### src/rtl/ifu_fetch_pkg.sv
// Shared fetch definitions: sequential PC step, reset PC, fault codes and FSM encoding.
package ifu_fetch_pkg;

  localparam int unsigned INST_LENTH         = 4;
  localparam logic [31:0] PC_INITIAL_ADDRESS = 32'h8000_0000;

  localparam logic [1:0] FETCH_FAULT_NONE     = 2'd0;
  localparam logic [1:0] FETCH_FAULT_MISALIGN = 2'd1;
  localparam logic [1:0] FETCH_FAULT_ACCESS   = 2'd2;
  localparam logic [1:0] FETCH_FAULT_TIMEOUT  = 2'd3;

  typedef enum logic [2:0] {
    FETCH_IDLE  = 3'd0,
    FETCH_REQ   = 3'd1,
    FETCH_WAIT  = 3'd2,
    FETCH_HOLD  = 3'd3,
    FETCH_DRAIN = 3'd4
  } fetch_state_e;

endpackage

### src/rtl/ifu_fetch.sv
// Instruction fetch: one imem read per accepted PC, result held for decode,
// with misalign/access/timeout faults and discard of responses from flushed fetches.
module ifu_fetch
  import ifu_fetch_pkg::*;
#(
  parameter int unsigned ADDR_W  = 32,
  parameter int unsigned INST_W  = 32,
  parameter int unsigned TIMEOUT = 255
) (
  input  logic              clk,
  input  logic              rst_n,
  input  logic [ADDR_W-1:0] pc_i,
  input  logic              pc_valid_i,
  output logic              pc_ready_o,
  input  logic              flush_i,
  output logic              imem_req_valid_o,
  output logic [ADDR_W-1:0] imem_req_addr_o,
  input  logic              imem_req_ready_i,
  input  logic              imem_rsp_valid_i,
  input  logic [INST_W-1:0] imem_rsp_data_i,
  input  logic              imem_rsp_err_i,
  output logic              inst_valid_o,
  output logic [INST_W-1:0] inst_o,
  output logic [ADDR_W-1:0] inst_pc_o,
  output logic [1:0]        inst_fault_o,
  input  logic              inst_ready_i
);

  localparam int unsigned TMR_W = ($clog2(TIMEOUT + 1) > 8) ? $clog2(TIMEOUT + 1) : 8;
  localparam logic [TMR_W-1:0] TMR_LAST = TMR_W'(TIMEOUT - 1);

  fetch_state_e      state_q, state_d;
  logic              stale_q, stale_d;
  logic              pend_flush_q, pend_flush_d;
  logic [TMR_W-1:0]  timer_q, timer_d;
  logic              req_valid_q, req_valid_d;
  logic [ADDR_W-1:0] req_addr_q, req_addr_d;
  logic              inst_valid_q, inst_valid_d;
  logic [INST_W-1:0] inst_q, inst_d;
  logic [ADDR_W-1:0] inst_pc_q, inst_pc_d;
  logic [1:0]        fault_q, fault_d;

  assign pc_ready_o       = (state_q == FETCH_IDLE) && !stale_q && !flush_i;
  assign imem_req_valid_o = req_valid_q;
  assign imem_req_addr_o  = req_addr_q;
  assign inst_valid_o     = inst_valid_q;
  assign inst_o           = inst_q;
  assign inst_pc_o        = inst_pc_q;
  assign inst_fault_o     = fault_q;

  // State and registered outputs
  always_ff @(posedge clk) begin
    if (!rst_n) begin
      state_q      <= FETCH_IDLE;
      stale_q      <= 1'b0;
      pend_flush_q <= 1'b0;
      timer_q      <= '0;
      req_valid_q  <= 1'b0;
      req_addr_q   <= '0;
      inst_valid_q <= 1'b0;
      inst_q       <= '0;
      inst_pc_q    <= '0;
      fault_q      <= FETCH_FAULT_NONE;
    end else begin
      state_q      <= state_d;
      stale_q      <= stale_d;
      pend_flush_q <= pend_flush_d;
      timer_q      <= timer_d;
      req_valid_q  <= req_valid_d;
      req_addr_q   <= req_addr_d;
      inst_valid_q <= inst_valid_d;
      inst_q       <= inst_d;
      inst_pc_q    <= inst_pc_d;
      fault_q      <= fault_d;
    end
  end

  // Next state; flush outranks every other event
  always_comb begin
    state_d      = state_q;
    stale_d      = stale_q;
    pend_flush_d = pend_flush_q;
    timer_d      = timer_q;
    req_valid_d  = req_valid_q;
    req_addr_d   = req_addr_q;
    inst_valid_d = inst_valid_q;
    inst_d       = inst_q;
    inst_pc_d    = inst_pc_q;
    fault_d      = fault_q;

    // A late response from a timed-out fetch is swallowed outside WAIT/DRAIN
    if (stale_q && imem_rsp_valid_i &&
        (state_q != FETCH_WAIT) && (state_q != FETCH_DRAIN)) begin
      stale_d = 1'b0;
    end

    case (state_q)
      FETCH_IDLE: begin
        if (pc_valid_i && pc_ready_o) begin
          inst_pc_d = pc_i;
          if (pc_i[1:0] != 2'b00) begin
            state_d      = FETCH_HOLD;
            inst_valid_d = 1'b1;
            inst_d       = '0;
            fault_d      = FETCH_FAULT_MISALIGN;
          end else begin
            state_d     = FETCH_REQ;
            req_valid_d = 1'b1;
            req_addr_d  = pc_i;
          end
        end
      end
      FETCH_REQ: begin
        if (flush_i) pend_flush_d = 1'b1;
        if (imem_req_ready_i) begin
          req_valid_d = 1'b0;
          timer_d     = '0;
          if (flush_i || pend_flush_q) begin
            state_d      = FETCH_DRAIN;
            pend_flush_d = 1'b0;
          end else begin
            state_d = FETCH_WAIT;
          end
        end
      end
      FETCH_WAIT: begin
        if (flush_i) begin
          state_d = imem_rsp_valid_i ? FETCH_IDLE : FETCH_DRAIN;
        end else if (imem_rsp_valid_i) begin
          state_d      = FETCH_HOLD;
          inst_valid_d = 1'b1;
          inst_d       = imem_rsp_err_i ? '0 : imem_rsp_data_i;
          fault_d      = imem_rsp_err_i ? FETCH_FAULT_ACCESS : FETCH_FAULT_NONE;
        end else if (timer_q == TMR_LAST) begin
          state_d      = FETCH_HOLD;
          inst_valid_d = 1'b1;
          inst_d       = '0;
          fault_d      = FETCH_FAULT_TIMEOUT;
          stale_d      = 1'b1;
        end else begin
          timer_d = timer_q + TMR_W'(1);
        end
      end
      FETCH_HOLD: begin
        if (flush_i || inst_ready_i) begin
          state_d      = FETCH_IDLE;
          inst_valid_d = 1'b0;
        end
      end
      FETCH_DRAIN: begin
        if (imem_rsp_valid_i) state_d = FETCH_IDLE;
      end
      default: begin
        state_d = FETCH_IDLE;
      end
    endcase
  end

endmodule
### config.mk
export PLATFORM = sky130hd
export DESIGN_NAME = ifu_fetch
export DESIGN_NICKNAME = d
export VERILOG_FILES = /design/src/rtl/ifu_fetch_pkg.sv /design/src/rtl/ifu_fetch.sv
export SDC_FILE = /design/constraint.sdc
export NUM_CORES = 1
export LEC_CHECK = 0
export BUFFER_PORTS_ARGS = -buffer_cell sky130_fd_sc_hd__buf_2
export CAP_MARGIN = 40
export CORE_UTILIZATION = 27
export CTS_BUF_LIST = sky130_fd_sc_hd__clkbuf_2 sky130_fd_sc_hd__clkbuf_4 sky130_fd_sc_hd__clkbuf_8
export CTS_CLUSTER_SIZE = 40
export DETAILED_ROUTE_END_ITERATION = 12
export SLEW_MARGIN = 20
export SYNTH_ARGS = -nofsm -noshare
export SYNTH_HDL_FRONTEND = slang
export SYNTH_SLANG_ARGS = --single-unit
### constraint.sdc
create_clock -name clk -period 2.5 [get_ports clk]
set_input_delay 0.25 -clock clk [delete_from_list [all_inputs] [get_ports clk]]
set_output_delay 0.25 -clock clk [all_outputs]
set_load 0.02 [all_outputs]
==> out/metrics.cfg, run 1 <==
[critical_path]
crit_path_end=pc_ready_o
crit_arrival_ns=1.84
start_kind=flop
r2r_start=state_q[1]$_SDFFE_PN0P_
critPathMaxFanout=16
r2r_cells=5
critPathKind=flop to primary output
ff2ff_setup_slack_ns=0.53
startpoint=state_q[1]$_SDFFE_PN0P_
end_kind=primary output
worst_ep_required_time_ns=2.25
r2r-end=inst_o[19]$_SDFFE_PN0P_

[logic_synthesis]
synth.most_common_cell=nand2_1
synth_ff_type=dfxtp_1
yosysTopAreaCell=dfxtp_1
async_flop_share_pct=0
ys_types=45
ys_seq_area_share_pct=49.60
ys_top_cells_by_count=165 x nand2_1, 113 x dfxtp_1, 72 x a21oi_1
netlist_top_cells_area=dfxtp_1 50%, nand2_1 14%, a21oi_1 7.9%
ys_ff_latch=113
yosys_warnings=0
yosysTopAreaCellShare_pct=49.60
syn_area_um2=4561
synth_edf_count=0
synthCells=544
syn-num-nets=618
synth.avg_cell_area_um2=8.384

[clocking]
cts_setup_buffers=0
htreeDepth=4
numCtsBuffers=17
clk_latency_ns=0.45
clkTransAtPathRegs_ns=0.07
tritoncts=yes
clock_sink_count=113
root_buffer=clkbuf_8
ctsLongestPathBuffers=2

[grt]
grt_max_degree=63
grt_pass1_vias=4136
antenna_found_initial=0
grt_pass1_wl_um=21100
grt_usage_pct=15.24
overflow=0

[sta]
maxSlewViolCount=0
min_period_ns=2.089
slew_headroom_pct=65.43
clock_skew_ns=0.01114
final-setup-viol-count=0
fin_setup_tns_ns=0
fmax_mhz=478.6
rsz0062_at_grt=false
hold_viol=0
fin_crit_sh_pct=83.58
worst-slew-pin-transition_ns=0.5138

[place]
place.detailed.hpwl_um=8742
place.gp.congestion=0.7489
io_buffers=172

[layout]
final_layout_size_suffix_gt1_share_pct=31.35
seq_area_um2=2262
area_delta_synth_final_pct=33.25
fin_nets=785
nFillCells=1722
antenna_cells=0
fin_util_pct=36.78
multiInputGateArea_um2=2092

[routing]
drt-total-wl_um=12720
post_drt_wl_per_cell_um=13.48
vias_per_cell=4.525
dr.pass1.iters=4
drt_iter0_markers=222
vias=4272
drc=0
antenna_left=0

[hold_path]
holdCritPathClass=primary input to flop

[power]
ir_worst_vdd_uv=345.4
leakage_nw=2.739
cellPowerDensity_nw_per_um2=691.1

[run]
maxCapViolations=0

[outcome]
status=finished clean

[floorplanning]
start_util_pct=27.60
core_um2=16520
die_h_um=132.0
boundaryPins=173
num_rows=47
die_w_um=132.0
dieArea_um2=17410

[sequential cells by signal, summed over array words and instances (netlist names)]
name	cells
inst_o	32
stale_q	1
imem_req_addr_o	32
pend_flush_q	1
inst_valid_o	1
timer_q	8
state_q	3
inst_pc_o	32
imem_req_valid_o	1
inst_fault_o	2
[cells by family (layout without fill, tap and decap cells)]
kind of cell / after synthesis / after routing / synth area share (%)
compound gates: 95 / 95 / 12.21
mux: 36 / 36 / 7.929
fa+ha+maj: 2 / 2 / 0.5486
simple gates: 250 / 250 / 24.77
buf+inv: 47 / 227 / 4.746
xor+xnor: 1 / 1 / 0.1921
flops: 113 / 113 / 49.60
[per-stage QoR]
stage,hold slack [ns],total power (W),instances,setup WS [ns],area [um2]
after CTS,0.002522,0.004275,944,0.3272,6077
after global routing,0.01739,0.004391,944,0.2198,6077
final,0.04552,0.004200,944,0.4106,6077
after global placement,0.4320,0.002406,911,0.5936,5647
after detailed placement,0.4366,0.002405,911,0.5657,5647
after floorplan,0.3466,0.002221,544,0.8985,4561
[report_power, final]
| group | internal [W] | switching (W) | leakage (nW) | total (W) |
|---|---|---|---|---|
| Combinational | 0.000176 | 0.000296 | 1.62 | 0.000472 |
| Clock | 0.00104 | 0.000802 | 0.208 | 0.00184 |
| Sequential | 0.00185 | 0.0000373 | 0.915 | 0.00189 |
[worst min-delay path by stage]
stage / start / cells after the start / end
floorplan: imem_rsp_valid_i / 1 / stale_q$_SDFF_PN0_
global placement: imem_req_valid_o$_SDFFE_PN0P_ / 2 / imem_req_valid_o$_SDFFE_PN0P_
detailed placement: imem_req_valid_o$_SDFFE_PN0P_ / 2 / imem_req_valid_o$_SDFFE_PN0P_
CTS: imem_rsp_data_i[27] / 3 / inst_o[27]$_SDFFE_PN0P_
global route: imem_rsp_data_i[7] / 3 / inst_o[7]$_SDFFE_PN0P_
finish: imem_rsp_data_i[7] / 3 / inst_o[7]$_SDFFE_PN0P_
[critical path, cell delays in order, from the launching register on]
cell,delay [ns]
dfxtp_1,0.46
nor4_1,0.54
nor2b_1,0.20
buf_2,0.19
[cell usage in the layout (no fill, tap or decap), types with 3 or more instances in the layout]
cell,Yosys,routed
clkbuf_8,0,19
mux2i_1,35,35
buf_4,0,11
buf_2,14,172
clkinvlp_4,0,3
nand2b_1,4,4
clkinv_2,0,4
bufinv_16,0,3
or4_1,5,5
nor2_1,12,11
nor3_1,7,7
nand4_1,3,3
a21oi_1,72,72
nand3_1,36,36
o21ai_0,3,3
o31ai_1,5,5
nand2_1,165,165
inv_1,9,8
and3_1,3,3
dfxtp_1,113,113
[routing by layer]
metal | part of all wire (%) | wire [um] | track usage, %
met5 | 0 | 0 | 0
met4 | 1.5 | 190 | 6.395
met3 | 8.5 | 1086 | 5.652
met2 | 43 | 5453 | 22.19
met1 | 47 | 5991 | 20.13
[layout make-up]
type / instances / area share [%]
Sequential cell: 113 / 37.22
Multi-Input combinational cell: 384 / 34.42
Timing Repair Buffer: 186 / 16.35
Tap cell: 220 / 4.530
Clock buffer: 19 / 4.303
Clock inverter: 13 / 2.615
Inverter: 9 / 0.5559
[repair_timing]
action / CTS / global route
setup endpoints to repair: 0 / 0
endpoints found under the hold margin: 1 / 0
hold buffers: 1 / 0
gates resized for setup: 0 / 0
Note: power is estimated with default switching activity, not from simulation.
==> inputs of run 2 (changes only) <==
ABC_AREA = 1   (was default)
clock period = 2.1 ns   (was 2.5 ns; I/O delays follow)
==> out/metrics.cfg, run 2 <==
[outcome]
status=finished clean

[critical_path]
crit_arrival_ns=2.12
crit_chain=nor2_2 -> nand2_2 -> nor2_4 -> nand2_4 -> nor2_8 -> inv_2 -> nand2_1 -> a21oi_1
slowest_stage=dfxtp_1
r2r_start=state_q[1]$_SDFFE_PN0P_
path_buf_inv=1
critPathMaxFanout=30
end_kind=flop
critPathKind=flop to flop
r2r-end=imem_req_addr_o[28]$_SDFFE_PN0P_
r2r_cells=8
start_kind=flop
crit_path_max_incr_delay_ns=0.38
ff2ff_setup_slack_ns=0.27
cp_top_family=simple AND/OR/NAND/NOR gates
worst_ep_required_time_ns=2.39

[sta]
rsz0062_at_grt=false
maxSlewViolCount=0
clock_skew_ns=0.01222
min_period_ns=1.826
fmax_mhz=547.7
hold_ws_ns=0.02898
fin_crit_sh_pct=86.95
timing.final.ws_setup_ns=0.2740
fin_setup_tns_ns=0
worst-slew-pin-transition_ns=0.6794
slew_headroom_pct=54.64
hold_viol=0
final-setup-viol-count=0

[logic_synthesis]
syn-num-nets=812
synth_ff_type=dfxtp_1
yosys_warnings=0
ys_types=31
yosysTopAreaCellShare_pct=45.55
ys_top_cells_by_count=208 x nand2_1, 181 x nor2_1, 113 x dfxtp_1
synth_edf_count=0
yosysTopAreaCell=dfxtp_1
async_flop_share_pct=0
synth.avg_cell_area_um2=6.729
synthCells=738
netlist_top_cells_area=dfxtp_1 46%, nand2_1 16%, nor2_1 14%
syn_area_um2=4966
ys_ff_latch=113
ys_seq_area_share_pct=45.55
synth.most_common_cell=nand2_1

[clocking]
root_buffer=clkbuf_8
htreeDepth=4
clk_latency_ns=0.44
clock_sink_count=113
tritoncts=yes
ctsLongestPathBuffers=2
numCtsBuffers=17
clkTransAtPathRegs_ns=0.08

[floorplanning]
die_h_um=137.6
start_util_pct=27.55
boundaryPins=173
die_w_um=137.6
core_um2=18020
dieArea_um2=18940
num_rows=49

[hold_path]
holdCritPathClass=primary input to flop
min_to=stale_q$_SDFF_PN0_
whs_path_depth=2
hold_start=imem_rsp_valid_i

[grt]
grt_pass1_wl_um=20190
antenna_found_initial=0
grt_max_degree=69
grt_usage_pct=13.82
grt_pass1_vias=4041
overflow=0

[layout]
final_common_cell=nand2_1
layout_common_cells=208 x nand2_1, 180 x nor2_1, 172 x buf_2
multiInputGateArea_um2=2305
antenna_cells=0
fin_nets=982
final_layout_size_suffix_gt1_share_pct=27.69
final_cells=1150
area_delta_synth_final_pct=31.32
seq_area_um2=2262
nFillCells=1976

[place]
pre_cts_slack_ns=0.2405
place.gp.congestion=0.7910
io_buffers=172
dp.cells=1112
place.detailed.hpwl_um=9245

[power]
cellPowerDensity_nw_per_um2=1213
power_w=0.007911
leakage_nw=3.156
swShare_pct=40.52
intPower_w=0.004706
pwr-share-seq_pct=34.3
ir_worst_vdd_uv=762.6
p_sw_w=0.003205
comb_power_share_pct=37.9
clkPwrFrac_pct=27.8

[routing]
drt-total-wl_um=13450
antenna_left=0
drc=0
dr.pass1.iters=4
post_drt_wl_per_cell_um=11.70
drt_iter0_markers=196
vias_per_cell=4.237
vias=4873

[run]
maxCapViolations=0

run 2: changes by cell type after synthesis, moves of 26 or more:
cell,previous run,this run
nand3_1,36,10
nor2_1,12,181
nand2_1,165,208
inv_1,9,49
a21oi_1,72,45
o21ai_0,3,44
mux2i_1,35,0
run 2: worst max-delay path by stage:
stage                                            end  cells past startpoint                     from
finish              imem_req_addr_o[28]$_SDFFE_PN0P_                      8  state_q[1]$_SDFFE_PN0P_
global route         imem_req_addr_o[4]$_SDFFE_PN0P_                      8  state_q[0]$_SDFFE_PN0P_
CTS                 imem_req_addr_o[28]$_SDFFE_PN0P_                      8  state_q[1]$_SDFFE_PN0P_
detailed placement  imem_req_addr_o[28]$_SDFFE_PN0P_                      9                  flush_i
global placement    imem_req_addr_o[16]$_SDFFE_PN0P_                      9                  flush_i
floorplan                    inst_o[22]$_SDFFE_PN0P_                     11  timer_q[0]$_SDFFE_PN0P_
run 2: area by class of cell:
| class | count | share of cell area (%) |
|---|---|---|
| flip-flops and latches | 113 | 34.69 |
| clock inverters | 14 | 2.744 |
| clock buffers | 18 | 3.703 |
| multi-input cells | 531 | 35.34 |
| repair buffers | 188 | 15.85 |
| well taps | 229 | 4.394 |
| inverters | 57 | 3.281 |
run 2: logic make-up (layout without fill, tap and decap cells):
group                      after synthesis  after routing  synth area share [%]
and+or+nand+nor                        436            436                 36.10
adders and majority gates                2              2                0.5038
xor gates and xnor gates                 2              2                0.3528
AOI/OAI and AO/OA                       91             91                 9.221
buffers and inverters                   94            277                 8.264
DFF                                    113            113                 45.55
run 2: power groups by stage:
stage	Clock (W)	Combinational, W	Sequential, W
2_1_floorplan	0	0.00187	0.00315
4_1_cts	0.00227	0.00303	0.00272
3_3_place_gp	0	0.00299	0.00275
5_1_grt	0.00236	0.00339	0.00276
6_report	0.00220	0.00299	0.00272
3_5_place_dp	0	0.00300	0.00276
run 2: metal layers:
metal	wire length [um]	global-route usage, %
met3	829	4.489
met4	142	4.579
met1	6261	17.15
met2	6220	22.36
met5	0	0
run 2: timing repair:
item                      in CTS  in global routing
hold buffers                   6                  0
setup buffers                  0                  0
hold endpoints to repair       6                  0
gates resized for setup        0                  0
run 2: metrics by stage:
stage / utilization, % / area, um2
floorplan: - / 4966
global route: 36.18 / 6521
finish: 36.18 / 6521
CTS: 36.18 / 6521
global placement: 33.51 / 6041
detailed placement: 33.51 / 6041
==> inputs of run 3 (changes only) <==
--- a/config.mk
+++ b/config.mk
@@ -14,2 +14,3 @@
 export DETAILED_ROUTE_END_ITERATION = 12
+export PLACE_DENSITY = 0.5
 export SLEW_MARGIN = 20
==> constraint.sdc (replaced) <==
create_clock -name clk -period 2.1 [get_ports clk]
set_input_delay 0.105 -clock clk [delete_from_list [all_inputs] [get_ports clk]]
set_output_delay 0.105 -clock clk [all_outputs]
set_load 0.02 [all_outputs]
==> out/metrics.cfg, run 3 (synthesis results as in run 2) <==
[routing]
drc=0
drt_iter0_markers=186
vias_per_cell=4.206
post_drt_wl_per_cell_um=12.09
vias=4984
antenna_left=0
dr.pass1.iters=5
drt-total-wl_um=14330

[layout]
final_layout_size_suffix_gt1_share_pct=26.57
final_common_cell=nand2_1
nFillCells=1946
fin_util_pct=38.15
layout_common_cells=208 x nand2_1, 180 x nor2_1, 172 x buf_2
antenna_cells=0
area_delta_synth_final_pct=38.47
fin_nets=1017

[clocking]
numCtsBuffers=17
holdBufCountCts=42
clock_sink_count=113
cts_setup_buffers=0
clk_latency_ns=0.44
tritoncts=yes
htreeDepth=4
clkTransAtPathRegs_ns=0.07
ctsLongestPathBuffers=2
root_buffer=clkbuf_8
ctsResizeCount=0

[sta]
fmax_mhz=581.2
maxSlewViolCount=0
hold_viol=0
worst-slew-pin-transition_ns=0.6775
fin_crit_sh_pct=81.93
slew_headroom_pct=54.77
clock_skew_ns=0.009327
final-setup-viol-count=0
rsz0062_at_grt=false
min_period_ns=1.721
fin_setup_tns_ns=0

[critical_path]
r2r_cells=8
critPathMaxFanout=30
end_kind=flop
r2r-end=imem_req_addr_o[20]$_SDFFE_PN0P_
crit_arrival_ns=2.01
start_kind=flop
r2r_start=state_q[1]$_SDFFE_PN0P_
worst_ep_required_time_ns=2.39
critPathKind=flop to flop
ff2ff_setup_slack_ns=0.38

[grt]
antenna_found_initial=0
overflow=0
grt_pass1_wl_um=22140
grt_max_degree=69
grt_usage_pct=15.18
grt_pass1_vias=4465

[floorplanning]
num_rows=49
die_w_um=137.6
boundaryPins=173
core_um2=18020
dieArea_um2=18940
start_util_pct=27.55
die_h_um=137.6

[run]
maxCapViolations=0

[outcome]
status=finished clean

[power]
swShare_pct=40.27
p_sw_w=0.003197
comb_power_share_pct=38.6
intPower_w=0.004742
leakage_nw=3.301
ir_worst_vdd_uv=556.2
pwr-share-seq_pct=34.2
cellPowerDensity_nw_per_um2=1155
clkPwrFrac_pct=27.2

[place]
place.gp.congestion=0.8072
io_buffers=172
place.detailed.hpwl_um=9766

[hold_path]
holdCritPathClass=primary input to flop
whs_path_depth=5
hold_start=imem_rsp_data_i[28]
min_to=inst_o[28]$_SDFFE_PN0P_

run 3: changes by cell type in the layout (fill, tap and decap cells not counted), sizes merged:
cell         previous run  this run
buf                   182       181
inv                    62        59
dlygate4sd3             6        42
clkinvlp                3         4
clkbuf                 18        19
clkinv                  3         4
run 3: layer usage:
metal	GRT usage (%)	vias up	part of all wire, %
li1	-	2666	-
met1	18.58	2200	47
met2	24.87	108	46
met3	4.489	10	5.7
met4	5.800	0	1.3
met5	0	-	0
run 3: cell type report:
class	instances	area [um2]	share of cell area [%]
multi-input cells	531	2305	33.52
clock inverters	13	161.4	2.347
repair buffers	223	1399	20.34
clock buffers	19	249.0	3.621
flip-flops and latches	113	2262	32.90
inverters	57	214.0	3.111
well taps	229	286.5	4.167
run 3: how the worst max path moves through the flow:
| stage | startpoint | endpoint | slack [ns] | cells past startpoint |
|---|---|---|---|---|
| after floorplan | timer_q[0]$_SDFFE_PN0P_ | inst_o[22]$_SDFFE_PN0P_ | 0.58 | 11 |
| after global placement | state_q[2]$_SDFFE_PN0P_ | inst_o[5]$_SDFFE_PN0P_ | 0.36 | 9 |
| after detailed placement | state_q[1]$_SDFFE_PN0P_ | imem_req_addr_o[20]$_SDFFE_PN0P_ | 0.36 | 8 |
| after CTS | state_q[0]$_SDFFE_PN0P_ | timer_q[1]$_SDFFE_PN0P_ | 0.36 | 9 |
| after global routing | state_q[0]$_SDFFE_PN0P_ | timer_q[1]$_SDFFE_PN0P_ | 0.16 | 9 |
| final | state_q[1]$_SDFFE_PN0P_ | imem_req_addr_o[20]$_SDFFE_PN0P_ | 0.38 | 8 |
run 3: per-stage QoR:
step | setup slack, ns | instances | cell area (um2) | power, W | hold slack [ns]
global route | 0.1634 | 1185 | 6877 | 0.008562 | 0.01672
global placement | 0.3643 | 1111 | 6046 | 0.005815 | 0.3627
floorplan | 0.5848 | 738 | 4966 | 0.005023 | 0.1951
finish | 0.3795 | 1185 | 6877 | 0.007939 | 0.02845
detailed placement | 0.3571 | 1111 | 6046 | 0.005806 | 0.3565
CTS | 0.3565 | 1185 | 6877 | 0.008060 | 0.001240
run 3: worst max-delay path: stages (launching register included):
cell and delay (ns):
dfxtp_1 0.38, nor2_2 0.20, nand2_2 0.10, nor2_4 0.12, nand2_4 0.09, nor2_8 0.20
inv_2 0.28, nand2_1 0.14, a21oi_1 0.06
run 3: power groups by stage:
| stage | Combinational (W) | Clock (W) | Sequential, W |
|---|---|---|---|
| after floorplan | 0.00187 | 0 | 0.00315 |
| after CTS | 0.00311 | 0.00223 | 0.00272 |
| final | 0.00306 | 0.00216 | 0.00272 |
| after global placement | 0.00306 | 0 | 0.00276 |
| after detailed placement | 0.00304 | 0 | 0.00277 |
| after global routing | 0.00347 | 0.00233 | 0.00276 |
